$ cat src/rtl/vga_timing_gen_if.sv
// Bundle between the VGA timing generator and its consumers (renderer and DAC pins).
// The generator side is master: it takes the run enable and drives every timing output.
interface vga_timing_gen_if #(
  parameter int CNT_W = 10
);
  logic             enable;
  logic             pix_en;
  logic             VGA_CLK;
  logic [CNT_W-1:0] h_counter;
  logic [CNT_W-1:0] v_counter;
  logic             visible;
  logic             VGA_HS;
  logic             VGA_VS;
  logic             VGA_BLANK_N;
  logic             VGA_SYNC_N;
  logic             line_start;
  logic             frame_start;

  modport master (
    input  enable,
    output pix_en, VGA_CLK, h_counter, v_counter, visible,
           VGA_HS, VGA_VS, VGA_BLANK_N, VGA_SYNC_N, line_start, frame_start
  );

  modport slave (
    output enable,
    input  pix_en, VGA_CLK, h_counter, v_counter, visible,
           VGA_HS, VGA_VS, VGA_BLANK_N, VGA_SYNC_N, line_start, frame_start
  );
endinterface

$ cat src/rtl/vga_timing_gen.sv
// Parametrised VGA timing generator: integer clock divider, h/v counters, polarity-programmable
// syncs with a pixel-tick delay line for pipeline matching, and line/frame start strobes.
module vga_timing_gen #(
  parameter int CLK_DIV    = 2,
  parameter int CNT_W      = 10,
  parameter int H_VISIBLE  = 640,
  parameter int H_FRONT    = 16,
  parameter int H_SYNC     = 96,
  parameter int H_BACK     = 48,
  parameter int V_VISIBLE  = 480,
  parameter int V_FRONT    = 10,
  parameter int V_SYNC     = 2,
  parameter int V_BACK     = 33,
  parameter bit HS_POL     = 1'b0,
  parameter bit VS_POL     = 1'b0,
  parameter int SYNC_DELAY = 0
) (
  input logic              clk,
  input logic              reset,
  vga_timing_gen_if.master bus
);

  localparam int H_TOTAL = H_VISIBLE + H_FRONT + H_SYNC + H_BACK;
  localparam int V_TOTAL = V_VISIBLE + V_FRONT + V_SYNC + V_BACK;
  localparam int DIV_W   = $clog2(CLK_DIV);

  localparam logic [DIV_W-1:0] DIV_LAST = DIV_W'(CLK_DIV - 1);
  localparam logic [DIV_W-1:0] DIV_HALF = DIV_W'(CLK_DIV / 2);

  localparam logic [CNT_W-1:0] H_LAST   = CNT_W'(H_TOTAL - 1);
  localparam logic [CNT_W-1:0] V_LAST   = CNT_W'(V_TOTAL - 1);
  localparam logic [CNT_W-1:0] H_VIS    = CNT_W'(H_VISIBLE);
  localparam logic [CNT_W-1:0] V_VIS    = CNT_W'(V_VISIBLE);
  localparam logic [CNT_W-1:0] HS_FIRST = CNT_W'(H_VISIBLE + H_FRONT);
  localparam logic [CNT_W-1:0] HS_LAST  = CNT_W'(H_VISIBLE + H_FRONT + H_SYNC - 1);
  localparam logic [CNT_W-1:0] VS_FIRST = CNT_W'(V_VISIBLE + V_FRONT);
  localparam logic [CNT_W-1:0] VS_LAST  = CNT_W'(V_VISIBLE + V_FRONT + V_SYNC - 1);

  localparam logic HS_IDLE = ~HS_POL;
  localparam logic VS_IDLE = ~VS_POL;

  logic [DIV_W-1:0] r_divCnt;
  logic [DIV_W-1:0] w_divNext;
  logic             r_pixEn;
  logic             r_vgaClk;

  logic [CNT_W-1:0] r_hCnt;
  logic [CNT_W-1:0] r_vCnt;
  logic [CNT_W-1:0] w_hNext;
  logic [CNT_W-1:0] w_vNext;
  logic             w_hWrap;
  logic             w_vWrap;

  logic             w_hsLevel;
  logic             w_vsLevel;
  logic             w_blankNext;

  logic [SYNC_DELAY:0] r_hsPipe;
  logic [SYNC_DELAY:0] r_vsPipe;
  logic [SYNC_DELAY:0] r_blankPipe;

  logic             r_lineStart;
  logic             r_frameStart;

  assign w_divNext = (r_divCnt == DIV_LAST) ? '0 : r_divCnt + 1'b1;

  // pix_en and VGA_CLK are registered from the next divider value so both line up with div_cnt.
  always_ff @(posedge clk or posedge reset) begin
    if (reset) begin
      r_divCnt <= '0;
      r_pixEn  <= 1'b0;
      r_vgaClk <= 1'b0;
    end else if (!bus.enable) begin
      r_divCnt <= '0;
      r_pixEn  <= 1'b0;
      r_vgaClk <= 1'b0;
    end else begin
      r_divCnt <= w_divNext;
      r_pixEn  <= (w_divNext == DIV_LAST);
      r_vgaClk <= (w_divNext >= DIV_HALF);
    end
  end

  assign w_hWrap = (r_hCnt == H_LAST);
  assign w_vWrap = (r_vCnt == V_LAST);
  assign w_hNext = w_hWrap ? '0 : r_hCnt + 1'b1;
  assign w_vNext = w_hWrap ? (w_vWrap ? '0 : r_vCnt + 1'b1) : r_vCnt;

  assign w_hsLevel   = ((w_hNext >= HS_FIRST) && (w_hNext <= HS_LAST)) ? HS_POL : HS_IDLE;
  assign w_vsLevel   = ((w_vNext >= VS_FIRST) && (w_vNext <= VS_LAST)) ? VS_POL : VS_IDLE;
  assign w_blankNext = (w_hNext < H_VIS) && (w_vNext < V_VIS);

  // Idle counters sit on the last position so the first pixel tick lands on (0,0).
  always_ff @(posedge clk or posedge reset) begin
    if (reset) begin
      r_hCnt <= H_LAST;
      r_vCnt <= V_LAST;
    end else if (!bus.enable) begin
      r_hCnt <= H_LAST;
      r_vCnt <= V_LAST;
    end else if (r_pixEn) begin
      r_hCnt <= w_hNext;
      r_vCnt <= w_vNext;
    end
  end

  // Stage 0 is aligned with the counters; each further stage adds one pixel tick of delay.
  always_ff @(posedge clk or posedge reset) begin
    if (reset) begin
      r_hsPipe    <= {(SYNC_DELAY + 1){HS_IDLE}};
      r_vsPipe    <= {(SYNC_DELAY + 1){VS_IDLE}};
      r_blankPipe <= '0;
    end else if (!bus.enable) begin
      r_hsPipe    <= {(SYNC_DELAY + 1){HS_IDLE}};
      r_vsPipe    <= {(SYNC_DELAY + 1){VS_IDLE}};
      r_blankPipe <= '0;
    end else if (r_pixEn) begin
      r_hsPipe[0]    <= w_hsLevel;
      r_vsPipe[0]    <= w_vsLevel;
      r_blankPipe[0] <= w_blankNext;
      for (int i = 1; i <= SYNC_DELAY; i++) begin
        r_hsPipe[i]    <= r_hsPipe[i-1];
        r_vsPipe[i]    <= r_vsPipe[i-1];
        r_blankPipe[i] <= r_blankPipe[i-1];
      end
    end
  end

  always_ff @(posedge clk or posedge reset) begin
    if (reset) begin
      r_lineStart  <= 1'b0;
      r_frameStart <= 1'b0;
    end else if (!bus.enable) begin
      r_lineStart  <= 1'b0;
      r_frameStart <= 1'b0;
    end else begin
      r_lineStart  <= r_pixEn && (w_hNext == '0);
      r_frameStart <= r_pixEn && (w_hNext == '0) && (w_vNext == '0);
    end
  end

  assign bus.pix_en      = r_pixEn;
  assign bus.VGA_CLK     = r_vgaClk;
  assign bus.h_counter   = r_hCnt;
  assign bus.v_counter   = r_vCnt;
  assign bus.visible     = (r_hCnt < H_VIS) && (r_vCnt < V_VIS);
  assign bus.VGA_HS      = r_hsPipe[SYNC_DELAY];
  assign bus.VGA_VS      = r_vsPipe[SYNC_DELAY];
  assign bus.VGA_BLANK_N = r_blankPipe[SYNC_DELAY];
  assign bus.VGA_SYNC_N  = 1'b0;
  assign bus.line_start  = r_lineStart;
  assign bus.frame_start = r_frameStart;

endmodule

$ cat src/flat_wrapper.sv
// flat-port wrapper written by rule: the top's interface ports become plain ports
module vga_timing_gen_flat 
#(
  parameter int CLK_DIV    = 2,
  parameter int CNT_W      = 10,
  parameter int H_VISIBLE  = 640,
  parameter int H_FRONT    = 16,
  parameter int H_SYNC     = 96,
  parameter int H_BACK     = 48,
  parameter int V_VISIBLE  = 480,
  parameter int V_FRONT    = 10,
  parameter int V_SYNC     = 2,
  parameter int V_BACK     = 33,
  parameter bit HS_POL     = 1'b0,
  parameter bit VS_POL     = 1'b0,
  parameter int SYNC_DELAY = 0
)
  (clk, reset, bus_enable, bus_pix_en, bus_VGA_CLK, bus_h_counter, bus_v_counter, bus_visible, bus_VGA_HS, bus_VGA_VS, bus_VGA_BLANK_N, bus_VGA_SYNC_N, bus_line_start, bus_frame_start);
  vga_timing_gen_if #(.CNT_W(CNT_W)) bus_i ();
  input logic clk;
  input logic reset;
  input wire logic [$bits(bus_i.enable)-1:0] bus_enable;
  output wire logic [$bits(bus_i.pix_en)-1:0] bus_pix_en;
  output wire logic [$bits(bus_i.VGA_CLK)-1:0] bus_VGA_CLK;
  output wire logic [$bits(bus_i.h_counter)-1:0] bus_h_counter;
  output wire logic [$bits(bus_i.v_counter)-1:0] bus_v_counter;
  output wire logic [$bits(bus_i.visible)-1:0] bus_visible;
  output wire logic [$bits(bus_i.VGA_HS)-1:0] bus_VGA_HS;
  output wire logic [$bits(bus_i.VGA_VS)-1:0] bus_VGA_VS;
  output wire logic [$bits(bus_i.VGA_BLANK_N)-1:0] bus_VGA_BLANK_N;
  output wire logic [$bits(bus_i.VGA_SYNC_N)-1:0] bus_VGA_SYNC_N;
  output wire logic [$bits(bus_i.line_start)-1:0] bus_line_start;
  output wire logic [$bits(bus_i.frame_start)-1:0] bus_frame_start;
  assign bus_i.enable = bus_enable;
  assign bus_pix_en = bus_i.pix_en;
  assign bus_VGA_CLK = bus_i.VGA_CLK;
  assign bus_h_counter = bus_i.h_counter;
  assign bus_v_counter = bus_i.v_counter;
  assign bus_visible = bus_i.visible;
  assign bus_VGA_HS = bus_i.VGA_HS;
  assign bus_VGA_VS = bus_i.VGA_VS;
  assign bus_VGA_BLANK_N = bus_i.VGA_BLANK_N;
  assign bus_VGA_SYNC_N = bus_i.VGA_SYNC_N;
  assign bus_line_start = bus_i.line_start;
  assign bus_frame_start = bus_i.frame_start;
  vga_timing_gen #(.CLK_DIV(CLK_DIV), .CNT_W(CNT_W), .H_VISIBLE(H_VISIBLE), .H_FRONT(H_FRONT), .H_SYNC(H_SYNC), .H_BACK(H_BACK), .V_VISIBLE(V_VISIBLE), .V_FRONT(V_FRONT), .V_SYNC(V_SYNC), .V_BACK(V_BACK), .HS_POL(HS_POL), .VS_POL(VS_POL), .SYNC_DELAY(SYNC_DELAY)) u_core (.clk(clk), .reset(reset), .bus(bus_i));
endmodule
$ cat config.mk
export PLATFORM = sky130hd
export DESIGN_NAME = vga_timing_gen_flat
export DESIGN_NICKNAME = d
export VERILOG_FILES = /design/src/rtl/vga_timing_gen_if.sv /design/src/rtl/vga_timing_gen.sv /design/src/flat_wrapper.sv
export SDC_FILE = /design/constraint.sdc
export NUM_CORES = 1
export LEC_CHECK = 0
export BUFFER_PORTS_ARGS = -buffer_cell sky130_fd_sc_hd__buf_2
export CAP_MARGIN = 15
export CORE_MARGIN = 2
export CORE_UTILIZATION = 45
export CTS_CLUSTER_DIAMETER = 50
export DETAILED_ROUTE_END_ITERATION = 12
export PLACE_DENSITY_LB_ADDON = 0.12
export SKIP_LAST_GASP = 1
export SYNTH_ARGS = -nofsm -noshare
export SYNTH_HDL_FRONTEND = slang
export SYNTH_SLANG_ARGS = --single-unit
$ cat constraint.sdc
create_clock -name clk -period 3.7 [get_ports clk]
set_clock_uncertainty 0.1 [all_clocks]
set_input_delay 0 -clock clk [delete_from_list [all_inputs] [get_ports clk]]
set_output_delay 0 -clock clk [all_outputs]
set_load 0.05 [all_outputs]
==> out/results.txt, run 1 <==
Outcome: completed
Die footprint: 4700 um2
Drt initial violations: 89
Worst slack, placed: 1.21 ns
NetSw: 0.340 mW
Clk pwr share: 21.7%
Final non-filler cell total: 295
Post-CTS setup buffers: 0
CTS max path bufs: 2
Critical path depth: 6
Worst reg2reg path depth: 6
DRC viols: 0
CP Data Arrival Time: 2.63 ns
Combinational Power Share: 37.1%
Final Power: 0.862 mW
Switching portion of total power: 39.4%
CP max stage delay: 0.61 ns
Critical Path, Cell by Cell: ha_1 > nand4_1 > or3_4 > a311o_1 > and4bb_1 > and4_1
Routed Antenna Nets: 0
Core box area: 4000 um2
Vert. Die Dim: 68.5 um
Clock transition at the registers of the reported paths: 0.10 ns
XOR/XNOR share of the synthesized area: 6.07%
Total grt overflow: 0
Top_reg_cell synth: dfrtp_1
Tightest Hold Check Type: primary input to async pin
Fin crit period: 2.51 ns
Area fraction of the dominant cell type after synthesis: 18.7%
Worst skew pair latency: 0.27 ns
Seq/Total Area, Yosys: 35.5%
Pin count of the biggest net entering global routing: 27
Worst rel slew slack: 36.3%
# nets final: 254
Placed cell area: 2020 um2
RSZ-0062 raised after global routing: false
Post-Syn Area per Cell: 8.44 um2
Rows: 23
Family with the most delay on the worst path: simple AND/OR/NAND/NOR gates
Post-Synth Adder-Cell Area: 3.87%
Slew Viols, Final: 0
Area delta synth->final: 11.7%
Post-synth top area cell: dfrtp_1
Leakage: 0.905 nW
Core Util, Final: 52.4%
Dpl hpwl: 3120 um
Register Area: 666 um2
Total Routing Usage GR: 21.2%
Achievable Freq: 398 MHz
Compound-Gate Fraction of Synth Area: 16.1%
Worst vdd ir: 0.000140 V
Port buffer count: 30
Yosys reg bits: 26
H-tree lvl count: 1
IO Count: 32
Antenna Cells: 0
CTS-repair resized insts: 0
Vias: 1647
Multi-input gate area: 1100 um2
Sink Count: 26
Crit. End Element: flip-flop
Share of layout cells above drive strength 1: 22.4%
Pwr Density: 412 nW/um2
Post-Place Cells: 289
Initial core utilization: 46.9%
Simple-gate share of the synthesized area: 30.8%
Crit path max fanout: 9
Antenna violations before repair: 0
Largest family of logic cells by synthesized area: simple AND/OR/NAND/NOR gates
Synth unique cells: 52
First-pass GRT wire length: 7500 um
Drt total wl: 4460 um
FILL cells: 405
Tcrit/Tclk final: 68.0%
Required @ worst endpoint: 3.81 ns
RD Place Congestion: 0.847
Internal power contribution: 0.522 mW
Share of flip-flops with an asynchronous set or reset: 100%
Hold Violations, Final: 0
Worst path slowest cell: dfstp_2
Slew of the pin with the lowest slew margin: 0.955 ns
Drt first pass iters: 7
Vias per cell: 5.58
Vias in the first global route: 1475
Final hold slack: 0.373 ns
PnR worst setup slack: 1.19 ns
Setup crit start kind: flip-flop
Cell Area, Synth: 1870 um2
Design Area, Final: 2090 um2
Average wire per standard cell: 15.1 um
TritonCTS Buffers: 3
Cell chosen for the clock root: clkbuf_8
Number of enable flip-flop cells after synthesis: 0
Flop pwr share: 41.2%
Area contributors post-synth: dfrtp_1 (19%), dfstp_2 (17%), o21ai_0 (5.9%), nand2_1 (4.2%), xnor2_1 (3.7%)
Setup violations, final: 0
Maxcap violations: 0
Buf+Inv Stages, Crit Path: 0
Number of synthesis warnings: 0
Die width: 68.5 um
Synth Instances: 222
Setup CP Type: flip-flop to flip-flop
Mux contribution to synthesized area: 1.60%
Syn nets: 230
CTS tree: yes
Setup TNS: 0 ns
## state kept, by name, indices dropped and copies added, names as in the netlist
signal                  flops
u_core.bus.VGA_HS           1
u_core.bus.h_counter       10
u_core.bus.pix_en           1
u_core.bus.VGA_BLANK_N      1
u_core.bus.line_start       1
u_core.bus.v_counter       10
u_core.bus.VGA_VS           1
u_core.bus.frame_start      1
## what timing repair did
action,CTS,global route
endpoints found under the hold margin,16,0
hold buffers,2,0
endpoints found under the setup margin,0,0
## power by group through the flow
| stage | registers (mW) | clock network (mW) | logic, mW |
|---|---|---|---|
| 2_1_floorplan | 0.402 | 0 | 0.211 |
| 3_3_place_gp | 0.360 | 0 | 0.320 |
| 3_5_place_dp | 0.360 | 0 | 0.319 |
| 4_1_cts | 0.355 | 0.193 | 0.321 |
| 5_1_grt | 0.362 | 0.205 | 0.355 |
| 6_report | 0.356 | 0.187 | 0.320 |
## metal layers
layer	global-route usage [%]	share of wire [%]	routed length, um
met2	31.6	44	1970
met1	32.3	50	2220
met3	1.95	5.0	223
met5	0	0	0
met4	6.00	0.99	44
## area by class of cell
type                            instances  share of cell area [%]
Inverter                                7                    1.25
Clock buffer                            4                    2.63
Sequential cell                        26                    31.8
Timing Repair Buffer                   34                    8.84
Multi-Input combinational cell        174                    52.5
Tap cell                               50                    2.99
## placed cells by master, fill, tap and decap left out, types with 3 or more instances in the layout
master,instances
clkbuf_8,4
buf_2,30
and4_1,3
dfstp_2,12
nor3b_1,3
nand2_1,21
a31oi_1,3
mux2i_1,3
xnor2_1,8
o21ai_0,22
a21oi_1,6
nand2b_1,4
and2_1,10
dfrtp_1,14
nor4_1,5
ha_1,5
nor2_1,16
inv_1,7
nor2b_1,4
nor3_1,7
and3_1,6
xor2_1,5
nand3_1,11
## tightest hold or removal path, cell delays in order
cell,delay (ns)
dlygate4sd3_1,0.53
buf_2,0.12
inv_1,0.68
## synth_stat cells, drive strengths merged (2+ instances only)
cell	instances
a211o	2
a21boi	2
a21oi	6
a31oi	3
and2	10
and3	6
and4	4
buf	7
clkbuf	8
dfrtp	14
dfstp	12
ha	5
inv	7
mux2i	3
nand2	21
nand2b	4
nand3	11
nand3b	2
nand4	2
nor2	16
nor2b	4
nor3	7
nor3b	3
nor4	5
o21ai	22
o311ai	2
or3	2
or4	2
xnor2	8
xor2	5
## cell families after synthesis
kind of cell | after synthesis
buf+inv | 22
flops | 26
fa+ha+maj | 6
simple gates | 104
compound gates | 47
xor+xnor | 13
mux | 3
other cells | 1
## path summary, 6_finish.rpt
check | from | to | slack, ns
max | u_core.bus.h_counter[0] | u_core.bus.frame_start | 1.19
min | reset | u_core.bus.frame_start | 0.37
max reg2reg | u_core.bus.h_counter[0] | u_core.bus.frame_start | 1.19
min reg2reg | u_core.bus.VGA_BLANK_N | u_core.bus.VGA_BLANK_N | 0.41
max in group asynchronous | reset | u_core.bus.v_counter[5] | 2.54
min in group clk | u_core.bus.VGA_BLANK_N | u_core.bus.VGA_BLANK_N | 0.41
No activity file was read; power rests on OpenSTA's default activity.
==> run 2: changes to the inputs <==
==> constraint.sdc (replaced) <==
create_clock -name clk -period 2.26 [get_ports clk]
set_clock_uncertainty 0.1 [all_clocks]
set_input_delay 0 -clock clk [delete_from_list [all_inputs] [get_ports clk]]
set_output_delay 0 -clock clk [all_outputs]
set_load 0.05 [all_outputs]
==> out/results.txt, run 2 (synthesized netlist as in run 1, its figures left out) <==
Most frequent cells in the layout: buf_4 (33), buf_2 (30), o21ai_0 (21)
Dpl hpwl: 3640 um (+16%)
Initial core utilization: 46.9% (unchanged)
Crit. End Element: flip-flop
TritonCTS Buffers: 3 (unchanged)
Worst rel slew slack: 47.5% (+11 points)
Setup violations, final: 0 (unchanged)
Leakage: 1.07 nW (+18%)
Drt first pass iters: 4 (-3)
Vert. Die Dim: 68.5 um (unchanged)
Antenna violations before repair: 0 (unchanged)
Fin crit period: 2.25 ns (-0.267 ns)
Share of layout cells above drive strength 1: 34.7% (+12 points)
RD Place Congestion: 0.869 (+2.6%)
RSZ-0062 raised after global routing: true
Cell chosen for the clock root: clkbuf_8
Routed Antenna Nets: 0 (unchanged)
Clock transition at the registers of the reported paths: 0.09 ns (about the same)
Worst vdd ir: 0.000272 V (+94%)
H-tree lvl count: 1 (unchanged)
Setup crit start kind: flip-flop
FILL cells: 375 (-7.4%)
Tightest Hold Check Type: primary input to async pin
Hold Violations, Final: 0 (unchanged)
Crit path max fanout: 7 (-2)
Pin count of the biggest net entering global routing: 21 (-22%)
DRC viols: 0 (unchanged)
Drt initial violations: 101 (+13%)
Die width: 68.5 um (unchanged)
Drt total wl: 4910 um (+10%)
Post-Place Cells: 319 (+10%)
Antenna Cells: 0 (unchanged)
Worst skew pair latency: 0.28 ns (about the same)
Slew of the pin with the lowest slew margin: 0.786 ns (-0.169 ns)
Worst slack, placed: 0.0156 ns (-1.19 ns)
Worst reg2reg startpoint: u_core.bus.h_counter[1]
Tcrit/Tclk final: 99.4% (+31 points)
First-pass GRT wire length: 8000 um (+6.7%)
PnR worst setup slack: 0.0127 ns (-1.17 ns)
Required @ worst endpoint: 2.34 ns (-1.47 ns)
Achievable Freq: 445 MHz (+12%)
Design Area, Final: 2400 um2 (+14%)
Commonest non-fill, non-tap cell in the layout: buf_4
CP Data Arrival Time: 2.32 ns (-0.31 ns)
Pwr Density: 651 nW/um2 (+58%)
Port buffer count: 30 (unchanged)
IO Count: 32 (unchanged)
Setup CP Type: flip-flop to flip-flop
Final non-filler cell total: 327 (+11%)
Placed cell area: 2270 um2 (+12%)
RR Endpoint: u_core.bus.frame_start
Total Routing Usage GR: 22.7% (+1.5 points)
Die footprint: 4700 um2 (unchanged)
Vias: 1828 (+11%)
Maxcap violations: 0 (unchanged)
Slew Viols, Final: 0 (unchanged)
Sink Count: 26 (unchanged)
Total grt overflow: 0 (unchanged)
Worst reg2reg path depth: 6 (unchanged)
Outcome: completed
Flop-to-flop setup slack: 0.01 ns (-1.17 ns)
Area delta synth->final: 27.8%
Vias in the first global route: 1725 (+17%)
Vias per cell: 5.59 (+0.13%)
# nets final: 286 (+13%)
Setup TNS: 0 ns (unchanged)
Average wire per standard cell: 15.0 um (-0.59%)
Final Power: 1.56 mW (+81%)
CTS tree: yes
Rows: 23 (unchanged)
CTS max path bufs: 2 (unchanged)
Core box area: 4000 um2 (unchanged)
-- run 2: power by group --
| group | switching [mW] | total (mW) | internal (mW) | leakage (nW) |
|---|---|---|---|---|
| combinational | 0.417 | 0.707 | 0.290 | 0.726 |
| clock | 0.155 | 0.312 | 0.156 | 0.0288 |
| sequential | 0.0289 | 0.541 | 0.512 | 0.314 |
| total | 0.601 | 1.56 | 0.959 | 1.07 |
-- run 2: how the worst max path moves through the flow --
stage                                  from                       to  slack, ns  depth (start not counted)
floorplan           u_core.bus.h_counter[0]   u_core.bus.frame_start      -0.14                          7
global placement    u_core.bus.h_counter[1]   u_core.bus.VGA_BLANK_N       0.06                          6
detailed placement  u_core.bus.h_counter[1]  u_core.bus.v_counter[4]       0.02                          7
CTS                 u_core.bus.h_counter[1]   u_core.bus.frame_start      0.006                          6
global route        u_core.bus.h_counter[1]   u_core.bus.frame_start      -0.07                          6
finish              u_core.bus.h_counter[1]   u_core.bus.frame_start       0.01                          6
-- run 2: layout make-up --
type	count	area, um2	share of cell area, %
multi-input combinational	174	1140	47.8
sequential	26	678	28.3
timing repair buffer	66	429	17.9
tap	50	62.6	2.61
clock buffer	4	55.1	2.30
inverter	7	26.3	1.10
-- run 2: stage by stage --
step	utilization, %	hold slack [ns]
after global placement	56.7	0.0848
after CTS	58.7	0.335
after global routing	59.9	0.377
final	59.9	0.301
after detailed placement	56.7	0.0826
after floorplan	-	-0.0692
-- run 2: timing repair --
action                                  4_1_cts  5_1_grt
hold endpoints to repair                     16        0
buffers inserted                              0        2
hold buffers                                  2        0
endpoints found under the setup margin        1        5
gates resized for setup                       1        8
pin swaps                                     0        3
-- run 2: metal layers --
| metal | up-vias | share of wire, % | GRT usage (%) |
|---|---|---|---|
| li1 | 900 | - | - |
| met1 | 870 | 48 | 30.9 |
| met2 | 53 | 46 | 37.0 |
| met3 | 5 | 5.1 | 2.76 |
| met4 | 0 | 1.3 | 8.25 |
| met5 | - | 0 | 0 |
-- run 2: worst max-delay path, cell delays in order (launching register included) --
cell,delay [ns]
dfstp_4,0.64
ha_4,0.13
nand4_1,0.14
or3_4,0.41
a211o_2,0.29
o221a_4,0.25
and4_1,0.19
